<file path="config.mk">
export PLATFORM = sky130hd
export DESIGN_NAME = remove_v_border_flat
export DESIGN_NICKNAME = d
export VERILOG_FILES = /design/src/rtl/remove_v_border_if.sv /design/src/rtl/remove_v_border.sv /design/src/flat_wrapper.sv
export SDC_FILE = /design/constraint.sdc
export NUM_CORES = 1
export LEC_CHECK = 0
export CORE_MARGIN = 3
export CORE_UTILIZATION = 30
export DETAILED_ROUTE_END_ITERATION = 10
export DONT_BUFFER_PORTS = 1
export PLACE_DENSITY = 0.49
export SLEW_MARGIN = 20
export SYNTH_ARGS = -nofsm -noshare
export SYNTH_HDL_FRONTEND = slang
export SYNTH_SLANG_ARGS = --single-unit
</file>
<file path="constraint.sdc">
create_clock -name clk -period 11 [get_ports clk]
set_clock_uncertainty 0.1 [all_clocks]
set_input_delay 1.65 -clock clk [delete_from_list [all_inputs] [get_ports clk]]
set_output_delay 1.65 -clock clk [all_outputs]
set_load 0.1 [all_outputs]
</file>
<file path="src/rtl/remove_v_border_if.sv">
// FIFO port bundles for remove_v_border: a multi-flux first-word-fall-through
// read side (one shared head, per-flux empty/read) and a single write side.
interface fifo_rd_if #(
  parameter int DW   = 8,
  parameter int FLUX = 2
);
  logic [DW-1:0]   dout;
  logic [FLUX-1:0] empty;
  logic [FLUX-1:0] read;

  modport master (input dout, input empty, output read);
  modport slave  (output dout, output empty, input read);
endinterface

interface fifo_wr_if #(
  parameter int DW = 8
);
  logic [DW-1:0] din;
  logic          write;
  logic          full;

  modport master (output din, output write, input full);
  modport slave  (input din, input write, output full);
endinterface

</file>
<file path="src/rtl/remove_v_border.sv">
// Vertical border removal for the tagged multi-flux HEVC interpolation path.
// Optional RVB_BOTTOM_DROP_EN: also drop the 4 bottom rows (blocks of E+7 rows).
module remove_v_border #(
  parameter int FLUX       = 2,
  parameter int DATA_WIDTH = 18,
  parameter int EXT_WIDTH  = 7
) (
  input  logic       clk,
  input  logic       rst,
  fifo_rd_if.master  read_port_A,
  fifo_rd_if.master  read_port_ext_size,
  fifo_wr_if.master  write_port
);

  localparam int TAG_WIDTH = $clog2(FLUX);
  localparam int WIDTH     = DATA_WIDTH + TAG_WIDTH;
  localparam int ROW_WIDTH = EXT_WIDTH + 1;

  localparam logic [ROW_WIDTH-1:0] TOP_LAST = ROW_WIDTH'(2);
`ifdef RVB_BOTTOM_DROP_EN
  localparam logic [ROW_WIDTH-1:0] BOT_LAST = ROW_WIDTH'(3);
`endif

  typedef enum logic [1:0] {
    S_IDLE,
    S_TOP,
`ifdef RVB_BOTTOM_DROP_EN
    S_PASS,
    S_BOT
`else
    S_PASS
`endif
  } state_t;

  state_t               state_q [FLUX];
  state_t               state_d [FLUX];
  logic [EXT_WIDTH-1:0] size_q  [FLUX];
  logic [EXT_WIDTH-1:0] size_d  [FLUX];
  logic [EXT_WIDTH-1:0] col_q   [FLUX];
  logic [EXT_WIDTH-1:0] col_d   [FLUX];
  logic [ROW_WIDTH-1:0] row_q   [FLUX];
  logic [ROW_WIDTH-1:0] row_d   [FLUX];

  logic [FLUX-1:0]      fire;
  logic                 found;
  logic [TAG_WIDTH-1:0] win;
  logic [EXT_WIDTH-1:0] size_m1;
  logic                 last_col;
  logic [EXT_WIDTH-1:0] col_inc;

  logic [FLUX-1:0]      rd_a;
  logic [FLUX-1:0]      rd_ext;
  logic                 wr;
  logic [WIDTH-1:0]     din;

  // Tag bits of the incoming words carry no information for this stage.
  logic unused_tag_bits;
  assign unused_tag_bits = ^{read_port_A.dout[WIDTH-1:DATA_WIDTH],
                             read_port_ext_size.dout[EXT_WIDTH+TAG_WIDTH-1:EXT_WIDTH]};

  // NOTE: per-flux state lives in flops, not RAM, so clearing every entry
  // in the reset branch is legal and gives every flux a clean IDLE.
  always_ff @(posedge clk) begin
    if (rst) begin
      for (int i = 0; i < FLUX; i++) begin
        // NOTE: sequential state uses non-blocking assignments so every
        // register samples pre-edge values regardless of statement order.
        state_q[i] <= S_IDLE;
        size_q[i]  <= '0;
        col_q[i]   <= '0;
        row_q[i]   <= '0;
      end
    end else begin
      state_q <= state_d;
      size_q  <= size_d;
      col_q   <= col_d;
      row_q   <= row_d;
    end
  end

  always_comb begin
    // NOTE: every variable gets a default first so no path infers a latch.
    state_d  = state_q;
    size_d   = size_q;
    col_d    = col_q;
    row_d    = row_q;
    rd_a     = '0;
    rd_ext   = '0;
    wr       = 1'b0;
    din      = '0;
    fire     = '0;
    found    = 1'b0;
    win      = '0;
    size_m1  = '0;
    last_col = 1'b0;
    col_inc  = '0;

    for (int i = 0; i < FLUX; i++) begin
      case (state_q[i])
        S_IDLE:  fire[i] = !read_port_ext_size.empty[i];
        S_PASS:  fire[i] = !read_port_A.empty[i] && !write_port.full;
        default: fire[i] = !read_port_A.empty[i];
      endcase
    end

    // Lowest-index fireable flux wins.
    for (int i = 0; i < FLUX; i++) begin
      if (fire[i] && !found) begin
        found = 1'b1;
        win   = TAG_WIDTH'(i);
      end
    end

    if (found && !rst) begin
      size_m1  = size_q[win] - EXT_WIDTH'(1);
      last_col = (col_q[win] == size_m1);
      col_inc  = last_col ? '0 : col_q[win] + EXT_WIDTH'(1);

      case (state_q[win])
        S_IDLE: begin
          rd_ext[win]  = 1'b1;
          size_d[win]  = read_port_ext_size.dout[EXT_WIDTH-1:0];
          col_d[win]   = '0;
          row_d[win]   = '0;
          state_d[win] = S_TOP;
        end
        S_TOP: begin
          rd_a[win]  = 1'b1;
          col_d[win] = col_inc;
          if (last_col) begin
            if (row_q[win] == TOP_LAST) begin
              row_d[win]   = '0;
              state_d[win] = S_PASS;
            end else begin
              row_d[win] = row_q[win] + ROW_WIDTH'(1);
            end
          end
        end
        S_PASS: begin
          rd_a[win]  = 1'b1;
          wr         = 1'b1;
          din        = {win, read_port_A.dout[DATA_WIDTH-1:0]};
          col_d[win] = col_inc;
          if (last_col) begin
            if (row_q[win] == {1'b0, size_m1}) begin
              row_d[win] = '0;
`ifdef RVB_BOTTOM_DROP_EN
              state_d[win] = S_BOT;
`else
              state_d[win] = S_IDLE;
`endif
            end else begin
              row_d[win] = row_q[win] + ROW_WIDTH'(1);
            end
          end
        end
`ifdef RVB_BOTTOM_DROP_EN
        S_BOT: begin
          rd_a[win]  = 1'b1;
          col_d[win] = col_inc;
          if (last_col) begin
            if (row_q[win] == BOT_LAST) begin
              row_d[win]   = '0;
              state_d[win] = S_IDLE;
            end else begin
              row_d[win] = row_q[win] + ROW_WIDTH'(1);
            end
          end
        end
`endif
        default: ;
      endcase
    end
  end

  assign read_port_A.read        = rd_a;
  assign read_port_ext_size.read = rd_ext;
  assign write_port.write        = wr;
  assign write_port.din          = din;

endmodule

</file>
<file path="src/flat_wrapper.sv">
// flat-port wrapper written by rule: the top's interface ports become plain ports
module remove_v_border_flat 
#(
  parameter int FLUX       = 2,
  parameter int DATA_WIDTH = 18,
  parameter int EXT_WIDTH  = 7
)
  (clk, rst, read_port_A_dout, read_port_A_empty, read_port_A_read, read_port_ext_size_dout, read_port_ext_size_empty, read_port_ext_size_read, write_port_din, write_port_write, write_port_full);
  fifo_rd_if #(.DW((DATA_WIDTH + (1))), .FLUX(FLUX)) read_port_A_i ();
  fifo_rd_if #(.DW(EXT_WIDTH + (1)), .FLUX(FLUX)) read_port_ext_size_i ();
  fifo_wr_if #(.DW((DATA_WIDTH + (1)))) write_port_i ();
  input  logic clk;
  input  logic rst;
  input wire logic [$bits(read_port_A_i.dout)-1:0] read_port_A_dout;
  input wire logic [$bits(read_port_A_i.empty)-1:0] read_port_A_empty;
  output wire logic [$bits(read_port_A_i.read)-1:0] read_port_A_read;
  input wire logic [$bits(read_port_ext_size_i.dout)-1:0] read_port_ext_size_dout;
  input wire logic [$bits(read_port_ext_size_i.empty)-1:0] read_port_ext_size_empty;
  output wire logic [$bits(read_port_ext_size_i.read)-1:0] read_port_ext_size_read;
  output wire logic [$bits(write_port_i.din)-1:0] write_port_din;
  output wire logic [$bits(write_port_i.write)-1:0] write_port_write;
  input wire logic [$bits(write_port_i.full)-1:0] write_port_full;
  assign read_port_A_i.dout = read_port_A_dout;
  assign read_port_A_i.empty = read_port_A_empty;
  assign read_port_A_read = read_port_A_i.read;
  assign read_port_ext_size_i.dout = read_port_ext_size_dout;
  assign read_port_ext_size_i.empty = read_port_ext_size_empty;
  assign read_port_ext_size_read = read_port_ext_size_i.read;
  assign write_port_din = write_port_i.din;
  assign write_port_write = write_port_i.write;
  assign write_port_i.full = write_port_full;
  remove_v_border #(.FLUX(FLUX), .DATA_WIDTH(DATA_WIDTH), .EXT_WIDTH(EXT_WIDTH)) u_core (.clk(clk), .rst(rst), .read_port_A(read_port_A_i), .read_port_ext_size(read_port_ext_size_i), .write_port(write_port_i));
endmodule
</file>
==> results of run 1 <==
==> layer usage <==
metal / part of all wire, % / vias to the layer above / track usage (%)
met2: 51 / 59 / 26.0
met3: 3.2 / 9 / 1.92
met1: 45 / 1652 / 19.6
met5: 0 / - / 0
met4: 0.98 / 0 / 3.59
li1: - / 1724 / -
==> through the flow <==
| stage | total power, uW | std cells | setup WS (ns) | util (%) |
|---|---|---|---|---|
| finish | 716 | 651 | 4.51 | 34.2 |
| global placement | 538 | 643 | 4.54 | 32.8 |
| global route | 760 | 651 | 4.33 | 34.2 |
| detailed placement | 541 | 643 | 4.50 | 32.8 |
| floorplan | 473 | 497 | 3.09 | - |
| CTS | 720 | 651 | 4.50 | 34.2 |
==> state kept, by name, summed over array words and instances (netlist names) <==
signal and flops:
u_core.row_q 16, u_core.state_q 4, u_core.col_q 14, u_core.size_q 14
==> logic make-up (layout without fill, tap and decap cells) <==
kind of cell	count (synthesis)	count (layout)	synth area share, %
buf+inv	43	29	4.65
mux	12	12	3.29
flops	48	48	25.5
fa+ha+maj	8	8	2.66
xor+xnor	36	36	11.0
simple gates	230	230	30.5
compound gates	120	120	22.4
==> worst max-delay path, cell delays in order <==
cell,delay (ns)
or3_1,0.41
a211oi_4,0.26
buf_4,0.41
nor2_1,0.08
a21oi_1,0.23
ha_1,0.27
inv_1,0.11
nor2_2,0.11
buf_4,0.35
and2_1,0.84
==> Yosys cell counts, types with 4 or more instances <==
master    instances  area, um^2
xor2_1            8        70.1
and3_1            7        43.8
nor2b_1           7        43.8
nand2b_1          4        25.0
o21ai_0          15        75.1
nand2_1          74         278
nand3_1          17        85.1
inv_1            13        48.8
a41oi_1           4        35.0
nand3b_1          4        30.0
o31ai_1           4        30.0
xnor3_1           5         113
mux2i_1           9        90.1
ha_1              8         100
or3_1             5        31.3
a21oi_1          45         225
xnor2_1          21         184
o21ba_2           4        40.0
nor3_1           20         100
and2_1           24         150
nand4_1           4        25.0
buf_2             5        25.0
dfxtp_1          48         961
nor2_1           44         165
clkbuf_1         18        67.6
==> final timing paths <==
kind / endpoint / slack, ns / depth (start not counted)
max: write_port_din[7] / 4.51 / 10
max reg2reg: u_core.state_q[3] / 6.29 / 15
min: u_core.col_q[8] / 0.36 / 2
min reg2reg: u_core.col_q[8] / 0.36 / 2
==> power groups by stage <==
stage,combinational [uW],sequential [uW],clock (uW)
finish,328,211,177
global route,358,214,188
CTS,327,211,182
detailed placement,325,216,0
global placement,323,216,0
floorplan,271,203,0
==> area by class of cell <==
type,count,area [um^2]
fill,1284,8010
tap,168,210
sequential,48,961
clock buffer,5,125
multi-input combinational,406,2660
timing repair buffer,6,103
inverter,15,56.3
clock inverter,3,42.5
==> results.md, run 1 <==
- Vias: around 3400
- Outcome: finished clean
- Clk pwr share: 24.7%
- Cell Int Power: 413 uW
- First-pass GRT wire length: approximately 17 mm
- Max Cap Violations: 0
- Clock tree buffer depth: 2
- Core Region: ~12000 um^2
- Asr flop ratio synth: 0%
- Worst EP required: 9.25 ns
- Drt pass-1 iters: 4
- CP Capture Type: output port
- Io pins: 58
- Post-route DRC: 0
- Synth Instances: 497
- Slew headroom: approximately 34%
- CTS tree: yes
- Initial antenna violation count: 0
- Final WL: 10.5 mm
- Input/output buffers: 0
- Worst hold slack: 0.355 ns
- Fin crit period: 6.49 ns
- Final count of pins violating max slew: 0
- Vias in the first global route: roughly 3300
- Share of cells above drive strength 1: 10.4%
- DR WL/cell: 16.2 um
- GRT Total Usage: between 10 and 15%
- Crit path max fanout: 40
- Post-synth EDFFs: 0
- Cell Pwr Density: 172 nW/um^2
- Synth Flop Type: dfxtp_1
- Max H-tree Level: 2
- Slew @ Worst Pin: 0.985 ns
- Post-DRT Antenna Nets: 0
- Class of the worst hold path: flip-flop to flip-flop
- Switching Fraction: 42.3%
- Post-synthesis register bit count: 48
- CP arrival: 4.74 ns
- Fin nets: 524
- Largest net degree at the start of global routing: 48
- FP Rows: 40
- Seq/Total Area, Yosys: 25.5%
- LEAKAGE: approximately 0.0015 uW
- Synthesized area per cell: 7.58 um^2
- Gpl congestion: approximately 0.86
- Synth warn: 0
- Detailed Place HPWL: ~8 mm
- Postcts setup bufs: 0
- Worst skew pair latency: 0.29 ns
- CTS Sinks: 48
- Number of diodes: 0
- Synthesized Nets: 539
- DP Area: 3990 um^2
- Worst flop-to-flop path startpoint: u_core.state_q[1]
- CTS Buf Count: 5
- Area delta synth->final: 10.3%
- Endpoints failing setup: 0
- Most common cell after layout, fill and taps aside: nand2_1
- Vias/cell: 5.29
- Die Wd: roughly 120 um
- Sequential fraction of design power: 29.5%
- Final hold violations: 0
- Setup TNS: 0 ns
- Die height: between 100 and 150 um
- Critical Path Source: read_port_ext_size_empty[1]
- Hold Crit Start: u_core.col_q[8]
- Critical path startpoint category: input port
- Initial Utilization: 31.0%
- Comb power frac: 45.8%
- Initial DRC Count: just under 200
- CTS clock-pin slew for the worst setup and hold paths: 0.07 ns
- CP Class: input port to output port
- Fin crit share: 59.0%
- DIE AREA: 13900 um^2
- RSZ-0062 raised after global routing: no
- Worst VDD drop: 0.0593 mV
- Fmax: 0.154 GHz
- Commonest cells after routing, fill and taps aside: nand2_1, dfxtp_1, a21oi_1, nor2_1, and2_1
- Root Buffer: clkbuf_16
- Post_cts resized: 0
- Remaining Overflow, GRT: 0
- Net switching power: 303 uW
- Mapped Area: 3770 um^2
- Hold bufs inserted after CTS: 0
- Cell variety after synth: 72
- Finished Cell Area: approximately 4200 um^2
Note: power is estimated with default switching activity, not from simulation.
==> run 2, diff against run 1 <==
--- a/config.mk
+++ b/config.mk
@@ -9,7 +9,7 @@
 export CORE_UTILIZATION = 30
 export DETAILED_ROUTE_END_ITERATION = 10
 export DONT_BUFFER_PORTS = 1
-export PLACE_DENSITY = 0.49
+export PLACE_DENSITY = 0.5
 export SLEW_MARGIN = 20
 export SYNTH_ARGS = -nofsm -noshare
 export SYNTH_HDL_FRONTEND = slang
==> constraint.sdc (replaced) <==
create_clock -name clk -period 5.2 [get_ports clk]
set_clock_uncertainty 0.1 [all_clocks]
set_input_delay 0.78 -clock clk [delete_from_list [all_inputs] [get_ports clk]]
set_output_delay 0.78 -clock clk [all_outputs]
set_load 0.1 [all_outputs]
==> results.md, run 2 (synthesis gave the netlist of run 1 again) <==
- Outcome: finished clean
- Multi-input gate area: ~2700 um^2
- Gpl congestion: between 0.9 and 1
- Slew @ Worst Pin: 0.726 ns
- Number of diodes: 0
- FF/Latch Area: 961 um^2
- Postcts setup bufs: 0
- Worst hold slack: 0.350 ns
- Critical path startpoint category: flip-flop
- Hold bufs inserted after CTS: 0
- Detailed Place HPWL: 8.08 mm
- CP cell instances: nor2b_1 > o21ba_2 > o211ai_1 > buf_4 > nand2_1 > nand2_1 > ha_1 > inv_1 > nor2_2 > and2_2
- Largest regs: u_core.row_q (16), u_core.col_q (14), u_core.size_q (14)
- Slew headroom: between 50% and 60%
- LEAKAGE: 0.00154 uW
- CP Class: flip-flop to output port
- Slowest-stage cell, CP: and2_2
- Class of the worst hold path: flip-flop to flip-flop
- CTS clock-pin slew for the worst setup and hold paths: ~0.070 ns
- Die height: between 100 and 150 um
- Final design utilization: 34.8%
- Worst Path Buf+Inv: 2
- Root Buffer: clkbuf_16
- Vias/cell: 5.22
- Worst R2R Setup Slack: a little over 0.7 ns
- Largest register by flop count: u_core.row_q
- Worst path max stage delay: 0.57 ns
- Worst Reg-to-Reg Cells: 14
- Fin crit share: 86.6%
- CTS Sinks: 48
- Input/output buffers: 0
- Max Cap Violations: 0
- CTS Buf Count: 5
- Worst EP required: 4.32 ns
- FP Rows: 40
- Endpoints failing setup: 0
- DR WL/cell: 16.2 um
- Final setup margin: 0.695 ns
- CTS tree: yes
- Post-DRT Antenna Nets: 0
- Max H-tree Level: 2
- Largest net degree at the start of global routing: 48
- Final count of pins violating max slew: 0
- Initial antenna violation count: 0
- Crit path max fanout: 30
- Worst VDD drop: 0.197 mV
- RR Endpoint: u_core.state_q[3]
- Largest register FFs: 16
- Pre-CTS setup slack: 0.377 ns
- Most common cell after layout, fill and taps aside: nand2_1
- Initial DRC Count: 152
- DIE AREA: 13900 um^2
- Vias in the first global route: 3390
- Hold Crit Start: u_core.col_q[8]
- GRT Total Usage: 15.8%
- Clock tree buffer depth: 2
- Die Wd: 118 um
- Core Region: 12200 um^2
- Commonest cells after routing, fill and taps aside: nand2_1, dfxtp_1, a21oi_1, nor2_1, xnor2_1
- Io pins: 58
- # fillers: approximately 1300
- Initial Utilization: 31.0%
- Vias: 3463
- Final hold violations: 0
- Worst flop-to-flop path startpoint: u_core.state_q[1]
- Tot Pwr: 1530 uW
- CP Capture Type: output port
- Share of cells above drive strength 1: 14.5%
- Fin crit period: 4.51 ns
- Drt pass-1 iters: 4
- Top cell by count, worst path: nand2_1
- Post-route DRC: 0
- Remaining Overflow, GRT: 0
- Fmax: 0.222 GHz
- Fin cells: 664
- WHS Path Cells: 2
- Crit path max-delay family: simple AND/OR/NAND/NOR gates
- Levels on crit path: 10
- Final WL: 10.7 mm
- Area delta synth->final: 12.2%
- First-pass GRT wire length: 18.0 mm
- CP arrival: 3.63 ns
- Worst Hold End: u_core.col_q[8]
- RSZ-0062 raised after global routing: no
- Post_cts resized: 0
- Cell Pwr Density: between 300 and 400 nW/um^2
- Dpl cells: 656
- Worst skew pair latency: 0.31 ns
- Fin nets: 537
[run 2: changes by cell type in the layout (fill, tap and decap cells not counted)]
cell	delta
clkbuf_16	-1
clkinv_2	-1
buf_16	-2
and2_1	-9
inv_6	+1
and2_2	+9
nor3_4	+3
nor3_2	-3
buf_4	+16
[run 2: worst max-delay path by stage]
| stage | startpoint | slack, ns | end |
|---|---|---|---|
| after floorplan | read_port_ext_size_empty[1] | -0.16 | read_port_A_read[0] |
| after global placement | write_port_full | 0.46 | u_core.state_q[3] |
| after detailed placement | write_port_full | 0.38 | u_core.state_q[1] |
| after CTS | u_core.state_q[1] | 0.65 | write_port_din[13] |
| after global routing | u_core.state_q[1] | 0.38 | u_core.state_q[3] |
| final | u_core.state_q[1] | 0.69 | write_port_din[13] |
[run 2: layout make-up]
cell class | count | share of cell area, %
clock buffer | 5 | 2.96
clock inverter | 3 | 1.09
inverter | 15 | 1.33
multi-input combinational | 406 | 63.6
sequential | 48 | 22.7
tap | 168 | 4.97
timing repair buffer | 19 | 3.37
[run 2: power breakdown]
part           switching, uW  internal, uW
clock                    159           229
combinational            443           255
sequential              51.8           396
[run 2: tightest hold or removal path: stages, from the launching register on]
cell     delay (ns)
dfxtp_1        0.31
nand2_1        0.05
a21oi_1        0.05
[run 2: per-stage QoR]
| step | instance area [um^2] | setup TNS, ns |
|---|---|---|
| 2_1_floorplan | 3800 | -0.162 |
| 3_5_place_dp | 4060 | 0 |
| 3_3_place_gp | 4060 | 0 |
| 4_1_cts | 4230 | 0 |
| 6_report | 4230 | 0 |
| 5_1_grt | 4230 | 0 |
[run 2: metal layers]
metal | GRT usage (%) | wire [um] | vias up
li1 | - | - | 1745
met1 | 20.3 | 4800 | 1648
met4 | 5.57 | 145 | 0
met2 | 26.8 | 5450 | 58
met5 | 0 | 0 | -
met3 | 2.45 | 360 | 12
==> run 3, diff against run 2 <==
==> constraint.sdc (replaced) <==
create_clock -name clk -period 3.8 [get_ports clk]
set_clock_uncertainty 0.1 [all_clocks]
set_input_delay 0.57 -clock clk [delete_from_list [all_inputs] [get_ports clk]]
set_output_delay 0.57 -clock clk [all_outputs]
set_load 0.1 [all_outputs]
==> results.md, run 3 (synthesis gave the netlist of run 1 again) <==
- # fillers: 1226
- Worst path max stage delay: 0.42 ns
- Crit path max fanout: 7
- Max H-tree Level: 2
- Worst VDD drop: 0.271 mV
- Worst Path Buf+Inv: 3
- Most common cell after layout, fill and taps aside: nand2_1
- Input/output buffers: 0
- Drt pass-1 iters: 4
- Crit path max-delay family: simple AND/OR/NAND/NOR gates
- GRT Total Usage: 15.5%
- Final WL: about 11 mm
- Die Wd: between 100 and 150 um
- Endpoints failing setup: 0
- Fin nets: 581
- Largest regs: u_core.row_q (16), u_core.col_q (14), u_core.size_q (14)
- Share of cells above drive strength 1: 29.1%
- Initial antenna violation count: 0
- Remaining Overflow, GRT: 0
- CTS Sinks: 48
- Clock tree buffer depth: 2
- Post-DRT Antenna Nets: 0
- DR WL/cell: 15.8 um
- Worst EP required: 3.91 ns
- Worst skew pair latency: 0.29 ns
- CTS Buf Count: 5
- DIE AREA: 13900 um^2
- Largest register by flop count: u_core.row_q
- FP Rows: 40
- Commonest cells after routing, fill and taps aside: nand2_1, buf_4, dfxtp_1, a21oi_1, nor2_1
- Fmax: about 0.27 GHz
- Gpl congestion: 0.840
- CP arrival: 3.85 ns
- Hold bufs inserted after CTS: 0
- Class of the worst hold path: input port to flip-flop
- Initial Utilization: 31.0%
- Cell Pwr Density: 474 nW/um^2
- Post-route DRC: 0
- Fin crit share: 98.4%
- CTS clock-pin slew for the worst setup and hold paths: 0.07 ns
- Vias in the first global route: 3498
- Area delta synth->final: 32.3%
- Number of diodes: 0
- Outcome: finished clean
- DP Area: about 4600 um^2
- Largest register FFs: 16
- Tot Pwr: 2360 uW
- Root Buffer: clkbuf_16
- Die height: 118 um
- CP Class: flip-flop to flip-flop
- Top cell by count, worst path: buf_4
- Initial DRC Count: 134
- Largest net degree at the start of global routing: 48
- Critical path startpoint category: flip-flop
- Slew headroom: 57.1%
- Detailed Place HPWL: around 8.5 mm
- RSZ-0062 raised after global routing: yes
- Vias/cell: approximately 5.2
- LEAKAGE: 0.00184 uW
- Final count of pins violating max slew: 0
- Finished Cell Area: 4990 um^2
- CP Capture Type: flip-flop
- Io pins: 58
- Core Region: 12200 um^2
- Slew @ Worst Pin: 0.627 ns
- Slowest-stage cell, CP: or3b_4
- Fin crit period: roughly 3.7 ns
- CTS tree: yes
- Final hold violations: 0
- Max Cap Violations: 0
- Vias: 3690
- CP cell instances: nor2b_4 > o21ba_4 > o211ai_1 > buf_4 > mux2i_2 > ha_2 > or3b_4 > xnor2_2 > nand3_1 > mux2_4 > a2111oi_4 > buf_4 > nor2_2 > nor2_4 > buf_4 > nor2_1 > a211oi_1
- First-pass GRT wire length: 18.0 mm
run 3: cell types whose count changed in the layout (fill, tap and decap cells not counted), sizes merged:
cell / change
buf: +44
bufinv: -1
clkbuf: +1
clkinvlp: -1
inv: +1
run 3: layer usage:
metal / global-route usage [%] / routed length [um] / up-vias
met1: 20.2 / 4950 / 1743
met2: 27.2 / 5550 / 109
li1: - / - / 1832
met4: 2.64 / 55 / 0
met3: 2.59 / 636 / 6
met5: 0 / 0 / -
run 3: worst paths after layout:
path | from | to | slack, ns | cells past startpoint
max | u_core.state_q[1] | u_core.row_q[12] | 0.06 | 17
min | rst | u_core.row_q[13] | 0.26 | 1
max reg2reg | u_core.state_q[1] | u_core.row_q[12] | 0.06 | 17
min reg2reg | u_core.col_q[8] | u_core.col_q[8] | 0.35 | 2
run 3: where the power goes:
group | internal, uW | switching [uW] | leakage [uW]
Combinational | 569 | 713 | 0.00137
Clock | 264 | 206 | 0.0000772
Sequential | 542 | 71.2 | 0.000389
run 3: through the flow:
step                util (%)  instances  TNS [ns]  worst slack (ns)  hold slack [ns]
detailed placement      37.9        692     -2.82            -0.216            0.341
finish                  41.0        708         0            0.0612            0.258
global placement        37.9        692     -1.27            -0.107            0.338
CTS                     39.4        702         0           0.00658            0.240
floorplan                  -        497    -13.26            -0.510            0.336
global route            41.0        708     -4.87            -0.156            0.242
run 3: cell type report:
type	instances	area (um^2)	share of cell area (%)
Multi-Input combinational cell	406	2960	59.4
Inverter	15	60.1	1.20
Clock inverter	2	13.8	0.276
Sequential cell	48	962	19.3
Timing Repair Buffer	63	638	12.8
Clock buffer	6	139	2.79
Tap cell	168	210	4.22
run 3: worst register-to-register path, cell delays in order, from the launching register on:
cell	delay (ns)
dfxtp_2	0.33
nor2b_4	0.13
o21ba_4	0.19
o211ai_1	0.20
buf_4	0.19
mux2i_2	0.21
ha_2	0.19
or3b_4	0.42
xnor2_2	0.14
nand3_1	0.10
mux2_4	0.28
a2111oi_4	0.34
buf_4	0.19
nor2_2	0.07
nor2_4	0.21
buf_4	0.15
nor2_1	0.03
a211oi_1	0.20
run 3: timing repair:
| item | in CTS | in global routing |
|---|---|---|
| setup buffers | 2 | 6 |
| endpoints found under the setup margin | 4 | 54 |
| resized for setup | 3 | 32 |
| pin swaps | 2 | 20 |
| endpoints found under the hold margin | 0 | 0 |
